===== src/rtl/pc_ctrl_pkg.sv =====
// Shared types and constants for the program-counter controller.
package pc_ctrl_pkg;

  typedef enum logic [1:0] {LOAD, RUN, HALT} pc_state_t;

  localparam int INST_BYTES = 4;

endpackage


===== src/rtl/pc_ctrl.sv =====
// Program-counter controller: streams a program into instruction memory, then
// sequences the fetch PC. Optional misaligned-redirect trap: PC_CTRL_MISALIGN_TRAP_EN.
module pc_ctrl
  import pc_ctrl_pkg::*;
#(
  parameter int XLEN       = 32,
  parameter int ILEN       = 32,
  parameter int IMEM_DEPTH = 1024
) (
  input  logic            clock,
  input  logic            reset,
  input  logic            load_valid,
  output logic            load_ready,
  input  logic [ILEN-1:0] load_data,
  input  logic            load_last,
  input  logic            stall,
  input  logic            redirect_en,
  input  logic [XLEN-1:0] redirect_pc,
  input  logic            halt,
  input  logic            restart,
  output logic [XLEN-1:0] pc,
  output logic [ILEN-1:0] wdata,
  output logic            write_en,
  output logic            running,
  output logic            load_error,
  output logic            fault
);

  localparam logic [XLEN-1:0] STEP      = XLEN'(INST_BYTES);
  localparam logic [XLEN-1:0] LAST_ADDR = XLEN'((IMEM_DEPTH - 1) * INST_BYTES);

  pc_state_t       state, state_next;
  logic [XLEN-1:0] pc_next;
  logic            load_error_next;
  logic            misaligned;

  assign misaligned = |redirect_pc[1:0];

`ifdef PC_CTRL_MISALIGN_TRAP_EN
  logic fault_next;
`else
  logic unused_align;
  assign unused_align = misaligned;
  assign fault        = 1'b0;
`endif

  always_ff @(posedge clock or posedge reset) begin
    if (reset) begin
      state      <= LOAD;
      pc         <= '0;
      load_error <= 1'b0;
`ifdef PC_CTRL_MISALIGN_TRAP_EN
      fault      <= 1'b0;
`endif
    end else begin
      state      <= state_next;
      pc         <= pc_next;
      load_error <= load_error_next;
`ifdef PC_CTRL_MISALIGN_TRAP_EN
      fault      <= fault_next;
`endif
    end
  end

  // write_en is gated by reset so the memory strobe drops the instant reset rises
  assign load_ready = (state == LOAD);
  assign write_en   = (state == LOAD) && load_valid && !reset;
  assign wdata      = (state == LOAD) ? load_data : '0;
  assign running    = (state == RUN);

  always_comb begin
    state_next      = state;
    pc_next         = pc;
    load_error_next = load_error;
`ifdef PC_CTRL_MISALIGN_TRAP_EN
    fault_next      = fault;
`endif
    case (state)
      LOAD: begin
        if (load_valid) begin
          if (load_last) begin
            pc_next    = '0;
            state_next = RUN;
          end else if (pc == LAST_ADDR) begin
            load_error_next = 1'b1;
            state_next      = HALT;
          end else begin
            pc_next = pc + STEP;
          end
        end
      end
      RUN: begin
        if (halt) begin
          state_next = HALT;
        end else if (redirect_en) begin
`ifdef PC_CTRL_MISALIGN_TRAP_EN
          if (misaligned) begin
            fault_next = 1'b1;
            state_next = HALT;
          end else begin
            pc_next = redirect_pc;
          end
`else
          pc_next = {redirect_pc[XLEN-1:2], 2'b00};
`endif
        end else if (!stall) begin
          pc_next = pc + STEP;
        end
      end
      HALT: begin
`ifdef PC_CTRL_MISALIGN_TRAP_EN
        if (restart && !load_error && !fault) begin
`else
        if (restart && !load_error) begin
`endif
          pc_next    = '0;
          state_next = RUN;
        end
      end
      default: begin
        state_next = LOAD;
        pc_next    = '0;
      end
    endcase
  end

endmodule


===== config.mk =====
export PLATFORM = sky130hd
export DESIGN_NAME = pc_ctrl
export DESIGN_NICKNAME = d
export VERILOG_FILES = /design/src/rtl/pc_ctrl_pkg.sv /design/src/rtl/pc_ctrl.sv
export SDC_FILE = /design/constraint.sdc
export NUM_CORES = 1
export LEC_CHECK = 0
export BUFFER_PORTS_ARGS = -buffer_cell sky130_fd_sc_hd__buf_2
export CAP_MARGIN = 20
export CORE_MARGIN = 4
export CORE_UTILIZATION = 50
export CTS_CLUSTER_DIAMETER = 50
export DETAILED_ROUTE_END_ITERATION = 7
export GPL_TIMING_DRIVEN = 1
export HOLD_SLACK_MARGIN = 0.02
export PLACE_DENSITY = 0.87
export SLEW_MARGIN = 20
export SYNTH_ARGS = -nofsm -noshare
export SYNTH_HDL_FRONTEND = slang
export SYNTH_SLANG_ARGS = --single-unit

===== constraint.sdc =====
create_clock -name clock -period 4.5 [get_ports clock]
set_input_delay 0.45 -clock clock [delete_from_list [all_inputs] [get_ports clock]]
set_output_delay 0.45 -clock clock [all_outputs]
set_load 0.05 [all_outputs]

==> results of run 1 <==
## power by group through the flow
stage	combinational [mW]	sequential [mW]	clock, mW
after floorplan	1.25	0.885	0
after global placement	1.90	0.648	0
after detailed placement	1.94	0.654	0
after CTS	1.94	0.650	0.226
after global routing	2.08	0.684	0.241
final	1.95	0.663	0.226
## routing by layer
layer / share of wire [%] / vias up / wire length (um)
li1: - / 1617 / -
met1: 37 / 1608 / 3785
met2: 48 / 283 / 4921
met3: 13 / 24 / 1277
met4: 1.7 / 0 / 174
met5: 0 / - / 0
## cell usage in the layout, fill, tap and decap left out, drive strengths merged, types with 2 or more instances in the layout
cell type,synthesis,layout
nor2,21,21
and2,38,38
nand2b,2,2
mux2,2,2
conb,1,3
nand2,38,38
a21oi,34,34
nor3,9,9
a211o,2,2
o22ai,5,5
and3,7,7
and3b,3,3
and4,3,3
a22oi,6,6
or4,2,2
o21ai,30,30
nor4,17,17
clkinv,0,2
inv,9,9
nor2b,3,3
a32oi,4,4
nand4,15,15
o41ai,2,2
o31ai,10,10
a21o,3,3
o31a,3,3
clkbuf,20,6
a211oi,5,5
dfrtp,33,33
or3,3,3
buf,11,139
o2bb2ai,7,7
nand3,9,9
or2,2,2
a31oi,4,4
## worst max-delay path: cells and delay by family, from the launching register on
family | cells | cell delay (ps)
AND/OR/NAND/NOR | 3 | 1720
flip-flops | 1 | 740
AO/OA/AOI/OAI | 2 | 430
## sequential cells by signal, indices dropped and copies added (netlist names)
name and flops:
state 2, pc 30, load_error 1
## Yosys cell counts (3+ instances only)
cell type   n
a211oi_1    5
a21o_1      3
a21oi_1    34
a22oi_1     6
a31oi_1     4
a32oi_1     4
and2_1     38
and3_1      7
buf_2       6
buf_4       4
clkbuf_1   18
dfrtp_1    33
inv_1       9
nand2_1    38
nand3_1     8
nand4_1    14
nor2_1     21
nor2b_1     3
nor3_1      9
nor4_1     16
o21ai_0    30
o22ai_1     5
o2bb2ai_1   7
o31ai_1    10
or3_1       3
## final cells by class
| type | instances | area, um^2 | area share, % |
|---|---|---|---|
| Clock buffer | 6 | 72.57 | 2.063 |
| Clock inverter | 2 | 10.01 | 0.2845 |
| Inverter | 9 | 33.78 | 0.9602 |
| Multi-Input combinational cell | 301 | 1783 | 50.68 |
| Sequential cell | 33 | 825.8 | 23.47 |
| Tap cell | 70 | 87.58 | 2.489 |
| Timing Repair Buffer | 139 | 705.7 | 20.06 |
## per-stage QoR
| stage | std cells | cell area, um^2 | power [mW] | setup slack [ps] |
|---|---|---|---|---|
| floorplan | 374 | 2784 | 2.130 | 1933 |
| global placement | 552 | 3436 | 2.544 | 1700 |
| detailed placement | 552 | 3436 | 2.593 | 1556 |
| CTS | 560 | 3518 | 2.818 | 1546 |
| global route | 560 | 3518 | 3.003 | 1297 |
| finish | 560 | 3518 | 2.836 | 1468 |
## how the worst min path moves through the flow
stage,end,slack (ps),cells past startpoint
after floorplan,state[0]$_DFFE_PP0P_,540,1
after global placement,load_error$_DFFE_PP0P_,480,1
after detailed placement,load_error$_DFFE_PP0P_,500,1
after CTS,pc[3]$_DFFE_PP0P_,270,3
after global routing,pc[3]$_DFFE_PP0P_,290,3
final,pc[3]$_DFFE_PP0P_,240,3
## cell families (layout without fill, tap and decap cells)
logic type / Yosys count / in the layout / share of synthesized area, %
other: 1 / 3 / 0.1351
buffers and inverters: 40 / 156 / 6.309
adders and majority gates: 1 / 1 / 0.4506
and+or+nand+nor: 172 / 172 / 34.29
DFF: 33 / 33 / 29.74
AOI/OAI and AO/OA: 123 / 123 / 28.26
muxes: 2 / 2 / 0.8111
==> qor.txt, run 1 <==
Core Region -> 5238 um^2
endpoints failing hold -> 0
Setup crit start kind -> flip-flop
Clock power frac -> 8.0%
Reg power frac -> 23.4%
status -> completed
top area cells in the synthesized netlist -> dfrtp_1, and2_1, a21oi_1
count of input and output buffers -> 135
combinational power share -> 68.7%
relative slew slack -> 26.31%
std cell rows -> 26
H-tree lvl count -> 2
CP max stage cell -> dfrtp_1
peak supply drop -> 0.6084 mV
CTS sink cnt -> 33
Post-synth EDFFs -> 0
Synth top area share -> 29.74%
Die Ht -> 82.52 um
crit path capture -> pc[13]$_DFFE_PP0P_
Final setup viols -> 0
CTS tree -> yes
vias in the first global route -> 3264
Max Buffers Root-to-Sink -> 2
ys async rst share -> 100.0%
CP Capture Type -> flip-flop
sequential-to-total area share from yosys stat -> 29.74%
GRT Util Overall -> 29.71%
Critical Path Start -> state[0]$_DFFE_PP0P_
hpwl dp -> 7530 um
Switching Fraction -> 64.20%
M2 GR Usage -> 48.80%
fin crit period -> 3032 ps
M3 GR Usage -> 9.544%
R2R Setup Slk -> 1470 ps
post-DR wirelength/cell -> 18.14 um
R2R cell count -> 5
Ports -> 141
peak per-stage delay on the critical path -> 740 ps
final WL -> 10160 um
Critical Path RT -> 4650 ps
Mapped Cells -> 372
Max-Cap Viols -> 0
Final Max Tran Viols -> 0
CTS resizes -> 0
Max Freq -> 0.3298 GHz
initial antenna violation count -> 0
pin count of the biggest net entering global routing -> 35
Initial DRT Pass Iterations -> 7
Final TNS setup -> 0 ps
clock slew at reported path FFs -> 80 ps
Pint -> 1.016 mW
CP Max Fanout -> 22
PD cells -> 806.2 nW/um^2
leakage -> 1.690 nW
grt peak-use layer -> met2
mapped cell area -> 2776 um^2
Overflow after GRT -> 0
Num CTS Buffers -> 5
cell mode on critical path -> o21ai_0
Die ar. -> 6809 um^2
leading register cell type out of synthesis -> dfrtp_1
FF-to-FF End -> pc[13]$_DFFE_PP0P_
met1 usage -> 36.82%
Yosys reg bits -> 33
Root Buffer -> clkbuf_8
Fill cells -> 474
Psw -> 1.821 mW
Worst R2R Start -> state[0]$_DFFE_PP0P_
Residual DRC -> 0
Final nets -> 562
Die Wd -> 82.52 um
post-synth cell types -> 52
n_diodes -> 0
final hold slack -> 244.6 ps
antenna-violating nets left -> 0
Placer Congestion -> 0.9388
Arr. time, crit path -> 3180 ps
Clock Skew -> 7.632 ps
Worst Max-Slew Pin Slew -> 1095 ps
hold-fix buffers at CTS -> 0
Hold Path Class -> in -> async
first-pass GRT wire length -> 15590 um
synth warn -> 0
crit-path cells -> nor2b_1 -> o21ai_0 -> nand2_1 -> or3_1 -> o21ai_0
Synth area leader -> dfrtp_1
postcts setup bufs -> 0
Setup Crit Path Kind -> reg -> reg
share of cells above drive strength 1 -> 32.45%
Area Overhead vs Synth -> 26.72%
syn avg cell area -> 7.463 um^2
1st-iter DRT viols -> 422
via/cell ratio -> 6.307
RSZ-0062 raised after global routing -> false
final critical-path share of the clock period -> 67.38%
Vias -> 3532
Core Util, Final -> 67.18%
Clk Latency, worst-skew pair -> 290 ps
Initial Util -> 53.01%
Power figures use the tool's default switching activity.
==> run 2: changes to the inputs <==
--- a/config.mk
+++ b/config.mk
@@ -8,12 +8,12 @@
 export BUFFER_PORTS_ARGS = -buffer_cell sky130_fd_sc_hd__buf_2
 export CAP_MARGIN = 20
 export CORE_MARGIN = 4
-export CORE_UTILIZATION = 50
+export CORE_UTILIZATION = 42
 export CTS_CLUSTER_DIAMETER = 50
 export DETAILED_ROUTE_END_ITERATION = 7
 export GPL_TIMING_DRIVEN = 1
 export HOLD_SLACK_MARGIN = 0.02
-export PLACE_DENSITY = 0.87
+export PLACE_DENSITY = 0.78
 export SLEW_MARGIN = 20
 export SYNTH_ARGS = -nofsm -noshare
 export SYNTH_HDL_FRONTEND = slang
==> constraint.sdc (replaced) <==
create_clock -name clock -period 2.45 [get_ports clock]
set_input_delay 0.245 -clock clock [delete_from_list [all_inputs] [get_ports clock]]
set_output_delay 0.245 -clock clock [all_outputs]
set_load 0.05 [all_outputs]
==> run 2 against run 1 <==
  * Worst hold slack worse by 170 ps
  * Global-route usage shrank 3.5 points
  * Core utilization down 9.3 points
  * Clock power up 79%
  * Clock skew grew 3.0 ps
  * Cell count up 4.8%
  * Sequential power is 73% higher
  * Register-to-register slack worse by 1300 ps
  * Critical path type unchanged
  * Critical endpoint is now pc[30]$_DFFE_PP0P_
  * Largest cell class unchanged
  * Largest power group unchanged
==> qor.txt, run 2 (synthesis results as in run 1) <==
status -> completed
count of input and output buffers -> 135 (unchanged)
placed cell count -> 577 (+4.5%)
Worst R2R Start -> pc[3]$_DFFE_PP0P_
Max Freq -> 0.4293 GHz (+30%)
max reg flops -> 30 (unchanged)
Finished Cell Area -> 3695 um^2 (+5.0%)
CTS tree -> yes
1st-iter DRT viols -> 385 (-8.8%)
Max-Cap Viols -> 0 (unchanged)
Setup Crit Path Kind -> reg -> reg
Die ar. -> 7975 um^2 (+17%)
H-tree lvl count -> 2 (unchanged)
clock slew at reported path FFs -> 70 ps (about the same)
endpoints failing hold -> 0 (unchanged)
Initial DRT Pass Iterations -> 5 (-2)
CP Capture Type -> flip-flop
hpwl dp -> 7947 um (+5.5%)
commonest non-fill, non-tap cell in the layout -> buf_2
Num CTS Buffers -> 5 (unchanged)
most frequent cells in the layout -> buf_2, nand2_1, and2_1
post-DR wirelength/cell -> 18.02 um (-0.67%)
Final nets -> 582 (+3.6%)
vias in the first global route -> 3272 (+0.25%)
Ports -> 141 (unchanged)
n_diodes -> 0 (unchanged)
Critical Path RT -> 2580 ps (-2070 ps)
Non-Filler Instances -> 587 (+4.8%)
Largest regs -> pc (30), state (2), load_error (1)
Die Wd -> 89.31 um (+8.2%)
FF-to-FF End -> pc[30]$_DFFE_PP0P_
initial antenna violation count -> 0 (unchanged)
final hold slack -> 77.24 ps (-167.4 ps)
antenna-violating nets left -> 0 (unchanged)
Vias -> 3600 (+1.9%)
fin crit period -> 2329 ps (-702.8 ps)
met1 usage -> 34.74% (-2.1 points)
pin count of the biggest net entering global routing -> 35 (unchanged)
Final Max Tran Viols -> 0 (unchanged)
R2R cell count -> 6 (+1)
Setup crit start kind -> flip-flop
final critical-path share of the clock period -> 95.07% (+28 points)
PD cells -> 1466 nW/um^2 (+82%)
CTS sink cnt -> 33 (unchanged)
M3 GR Usage -> 5.991% (-3.6 points)
GRT Util Overall -> 26.23% (-3.5 points)
M2 GR Usage -> 42.53% (-6.3 points)
Initial Util -> 43.48% (-9.5 points)
first-pass GRT wire length -> 16170 um (+3.7%)
RSZ-0062 raised after global routing -> false
Residual DRC -> 0 (unchanged)
Core Region -> 6386 um^2 (+22%)
Placer Congestion -> 0.9104 (-3.0%)
via/cell ratio -> 6.133 (-2.8%)
final WL -> 10580 um (+4.1%)
Clk Latency, worst-skew pair -> 290 ps (about the same)
leakage -> 1.792 nW (+6.0%)
Top reg by flops -> pc
share of cells above drive strength 1 -> 35.69% (+3.2 points)
Final TNS setup -> 0 ps (unchanged)
Arr. time, crit path -> 2460 ps (-720 ps)
Overflow after GRT -> 0 (unchanged)
Final setup viols -> 0 (unchanged)
R2R Setup Slk -> 120 ps (-1350 ps)
Placed Area -> 3595 um^2 (+4.6%)
Clock Skew -> 10.62 ps (+2.985 ps)
Hold Path Class -> in -> async
peak supply drop -> 0.8874 mV (+46%)
Area Overhead vs Synth -> 33.08%
relative slew slack -> 55.99% (+30 points)
Root Buffer -> clkbuf_8
Die Ht -> 89.31 um (+8.2%)
std cell rows -> 29 (+12%)
CP Max Fanout -> 6 (-73%)
grt peak-use layer -> met2
Worst Max-Slew Pin Slew -> 657.7 ps (-437.6 ps)
pre-CTS setup slack -> 109.7 ps (-1446 ps)
Max Buffers Root-to-Sink -> 2 (unchanged)
setup ws final -> 120.9 ps (-1347 ps)
## run 2: cell count changes in the layout (fill, tap and decap cells not counted), sizes merged
cell	delta
buf	+20
## run 2: worst max-delay path, cell delays in order, from the launching register on
cell and delay, ps:
dfrtp_2 420, ha_2 230, nand4_1 160, or4_4 610, or4_4 540, o21ai_1 130
a21oi_1 80
## run 2: what timing repair did
item | in CTS | in global routing
endpoints found under the setup margin | 0 | 12
hold buffers | 0 | 0
setup buffers | 0 | 2
gates resized for setup | 0 | 2
## run 2: power breakdown
| group | switching (mW) | total (mW) | leakage [nW] | internal (mW) |
|---|---|---|---|---|
| Combinational | 2.76 | 3.86 | 1.30 | 1.10 |
| Sequential | 0.411 | 1.15 | 0.443 | 0.743 |
| Clock | 0.208 | 0.405 | 0.0450 | 0.197 |
| Total | 3.38 | 5.42 | 1.79 | 2.04 |
## run 2: worst max-delay path by stage
stage,cells past startpoint,slack [ps],start,endpoint
3_5_place_dp,6,110,pc[2]$_DFFE_PP0P_,pc[30]$_DFFE_PP0P_
3_3_place_gp,6,150,pc[2]$_DFFE_PP0P_,pc[30]$_DFFE_PP0P_
6_report,6,120,pc[3]$_DFFE_PP0P_,pc[30]$_DFFE_PP0P_
2_1_floorplan,6,40,pc[10]$_DFFE_PP0P_,pc[30]$_DFFE_PP0P_
5_1_grt,7,2,pc[3]$_DFFE_PP0P_,pc[10]$_DFFE_PP0P_
4_1_cts,6,80,pc[2]$_DFFE_PP0P_,pc[30]$_DFFE_PP0P_
## run 2: area by class of cell
type | count | area [um^2]
Clock buffer | 6 | 72.57
Clock inverter | 2 | 10.01
Fill cell | 618 | 2691
Inverter | 9 | 33.78
Multi-Input combinational cell | 301 | 1785
Sequential cell | 33 | 828.3
Tap cell | 77 | 96.34
Timing Repair Buffer | 159 | 868.3
## run 2: layer usage
layer	vias to the layer above	wire (um)
met5	-	0
met4	0	236
met3	28	1115
met2	249	5040
met1	1668	4184
li1	1655	-
## run 2: stage by stage
step / util [%] / power, mW
after CTS: 57.58 / 5.383
final: 57.86 / 5.418
after global routing: 57.86 / 5.760
after floorplan: - / 3.915
after detailed placement: 56.29 / 4.969
after global placement: 56.29 / 4.892
==> run 3: changes to the inputs <==
--- a/config.mk
+++ b/config.mk
@@ -14,6 +14,7 @@
 export GPL_TIMING_DRIVEN = 1
 export HOLD_SLACK_MARGIN = 0.02
 export PLACE_DENSITY = 0.78
+export RECOVER_POWER = 50
 export SLEW_MARGIN = 20
 export SYNTH_ARGS = -nofsm -noshare
 export SYNTH_HDL_FRONTEND = slang
==> run 3 against run 2 <==
  * The flow now finishes with violations (max-capacitance violations, max-slew violations)
  * First-iteration DRC count increased by 1.0%
  * Die area unchanged
  * Global-route usage unchanged
  * Via count decreased by 0.97%
  * Combinational power about the same
  * Register-to-register slack about the same
  * Non-clock buffer count unchanged
  * Critical path depth increased by 1
  * Clock power about the same
  * Core utilization decreased by 0.078 points
  * Sequential cell count unchanged
  * Sequential share of layout area about the same
  * Largest cell class unchanged
==> qor.txt, run 3 (synthesis results as in run 1) <==
Initial DRT Pass Iterations -> 5 (unchanged)
1st-iter DRT viols -> 389 (+1.0%)
post-DR wirelength/cell -> 18.05 um (+0.16%)
failing checks -> max-capacitance violations, max-slew violations
CP Max Fanout -> 11 (+5)
pin count of the biggest net entering global routing -> 35 (unchanged)
Fill cells -> 617 (-0.16%)
max reg flops -> 30 (unchanged)
peak supply drop -> 0.8872 mV (about the same)
RSZ-0062 raised after global routing -> false
Placer Congestion -> 0.9104 (unchanged)
Area Overhead vs Synth -> 32.90%
Setup crit start kind -> flip-flop
n_diodes -> 0 (unchanged)
CTS sink cnt -> 33 (unchanged)
Largest regs -> pc (30), state (2), load_error (1)
Residual DRC -> 0 (unchanged)
Non-Filler Instances -> 587 (unchanged)
first-pass GRT wire length -> 16170 um (unchanged)
Initial Util -> 43.48% (unchanged)
status -> finished, violations left
R2R Setup Slk -> 130 ps (about the same)
via/cell ratio -> 6.073 (-0.97%)
Final setup viols -> 0 (unchanged)
Clock Skew -> 10.97 ps (+0.3565 ps)
Finished Cell Area -> 3690 um^2 (-0.14%)
most frequent cells in the layout -> buf_2, nand2_1, and2_1
Storage cell area -> 828.3 um^2 (unchanged)
Die ar. -> 7975 um^2 (unchanged)
Final Max Tran Viols -> 34 (+34)
Top reg by flops -> pc
Final nets -> 582 (unchanged)
Arr. time, crit path -> 2480 ps (+20 ps)
share of cells above drive strength 1 -> 35.29% (-0.39 points)
antenna-violating nets left -> 0 (unchanged)
count of input and output buffers -> 135 (unchanged)
Root Buffer -> clkbuf_8
GRT Util Overall -> 26.23% (unchanged)
commonest non-fill, non-tap cell in the layout -> buf_2
Critical Path RT -> 2610 ps (+30 ps)
leakage -> 1.784 nW (-0.45%)
Clk Latency, worst-skew pair -> 290 ps (about the same)
PD cells -> 1471 nW/um^2 (+0.30%)
clock slew at reported path FFs -> 80 ps (about the same)
Max Buffers Root-to-Sink -> 2 (unchanged)
Core Region -> 6386 um^2 (unchanged)
Max Freq -> 0.4312 GHz (+0.44%)
endpoints failing hold -> 0 (unchanged)
CP Capture Type -> flip-flop
Max-Cap Viols -> 1 (+1)
Vias -> 3565 (-0.97%)
std cell rows -> 29 (unchanged)
Placed Area -> 3595 um^2 (unchanged)
fin crit period -> 2319 ps (-10.12 ps)
Hold Path Class -> in -> reg
final WL -> 10590 um (+0.16%)
final hold slack -> 153.5 ps (+76.23 ps)
Die Ht -> 89.31 um (unchanged)
relative slew slack -> -30.60% (-87 points)
Worst Max-Slew Pin Slew -> 1959 ps (+1301 ps)
multi-input logic area -> 1785 um^2 (unchanged)
placed cell count -> 577 (unchanged)
Overflow after GRT -> 0 (unchanged)
hpwl dp -> 7947 um (unchanged)
CTS tree -> yes
Setup Crit Path Kind -> reg -> reg
H-tree lvl count -> 2 (unchanged)
Final TNS setup -> 0 ps (unchanged)
Ports -> 141 (unchanged)
vias in the first global route -> 3272 (unchanged)
Die Wd -> 89.31 um (unchanged)
final critical-path share of the clock period -> 94.65% (-0.41 points)
initial antenna violation count -> 0 (unchanged)
Num CTS Buffers -> 5 (unchanged)
## run 3: cell count changes in the layout (fill, tap and decap cells not counted), sizes merged
cell and change:
buf -2, clkbuf +2
## run 3: worst paths after layout
path / from / end / cells after the start
max: pc[2]$_DFFE_PP0P_ / pc[20]$_DFFE_PP0P_ / 7
min: halt / state[0]$_DFFE_PP0P_ / 2
max reg2reg: pc[2]$_DFFE_PP0P_ / pc[20]$_DFFE_PP0P_ / 7
min reg2reg: load_error$_DFFE_PP0P_ / load_error$_DFFE_PP0P_ / 1
max in group asynchronous: reset / pc[2]$_DFFE_PP0P_ / 3
min in group asynchronous: reset / load_error$_DFFE_PP0P_ / 3
## run 3: through the flow
stage | utilization (%) | total power [mW] | worst slack (ps)
final | 57.78 | 5.427 | 131.0
after global routing | 57.78 | 5.759 | 1.743
after CTS | 57.58 | 5.383 | 81.55
after detailed placement | 56.29 | 4.969 | 109.7
after global placement | 56.29 | 4.892 | 146.4
after floorplan | - | 3.915 | 37.19
## run 3: final cells by class
type	instances	share of cell area, %
inverter	9	0.9156
clock inverter	2	0.2713
sequential	33	22.45
tap	77	2.611
multi-input combinational	301	48.39
clock buffer	6	1.967
timing repair buffer	159	23.40
## run 3: repair_timing
| item | CTS | global route |
|---|---|---|
| gates resized for setup | 0 | 2 |
| buffers inserted | 0 | 2 |
| hold buffers | 0 | 0 |
| setup endpoints to repair | 0 | 12 |
## run 3: report_power, final
part           internal, mW  switching, mW  total, mW
clock                 0.197          0.209      0.406
combinational          1.09           2.77       3.86
sequential            0.743          0.415       1.16
## run 3: critical path: stages, from the launching register on
cell     delay [ps]
dfrtp_2         420
ha_2            230
and4_2          270
nand2_1         200
or3_1           520
o21ai_0         190
buf_4           220
o21ai_0         120
## run 3: layer usage
layer	part of all wire, %	up-vias	global-route usage [%]
met5	0	-	0
met4	2.3	0	8.254
met3	11	25	5.991
met2	48	248	42.53
met1	40	1640	34.74
li1	-	1652	-
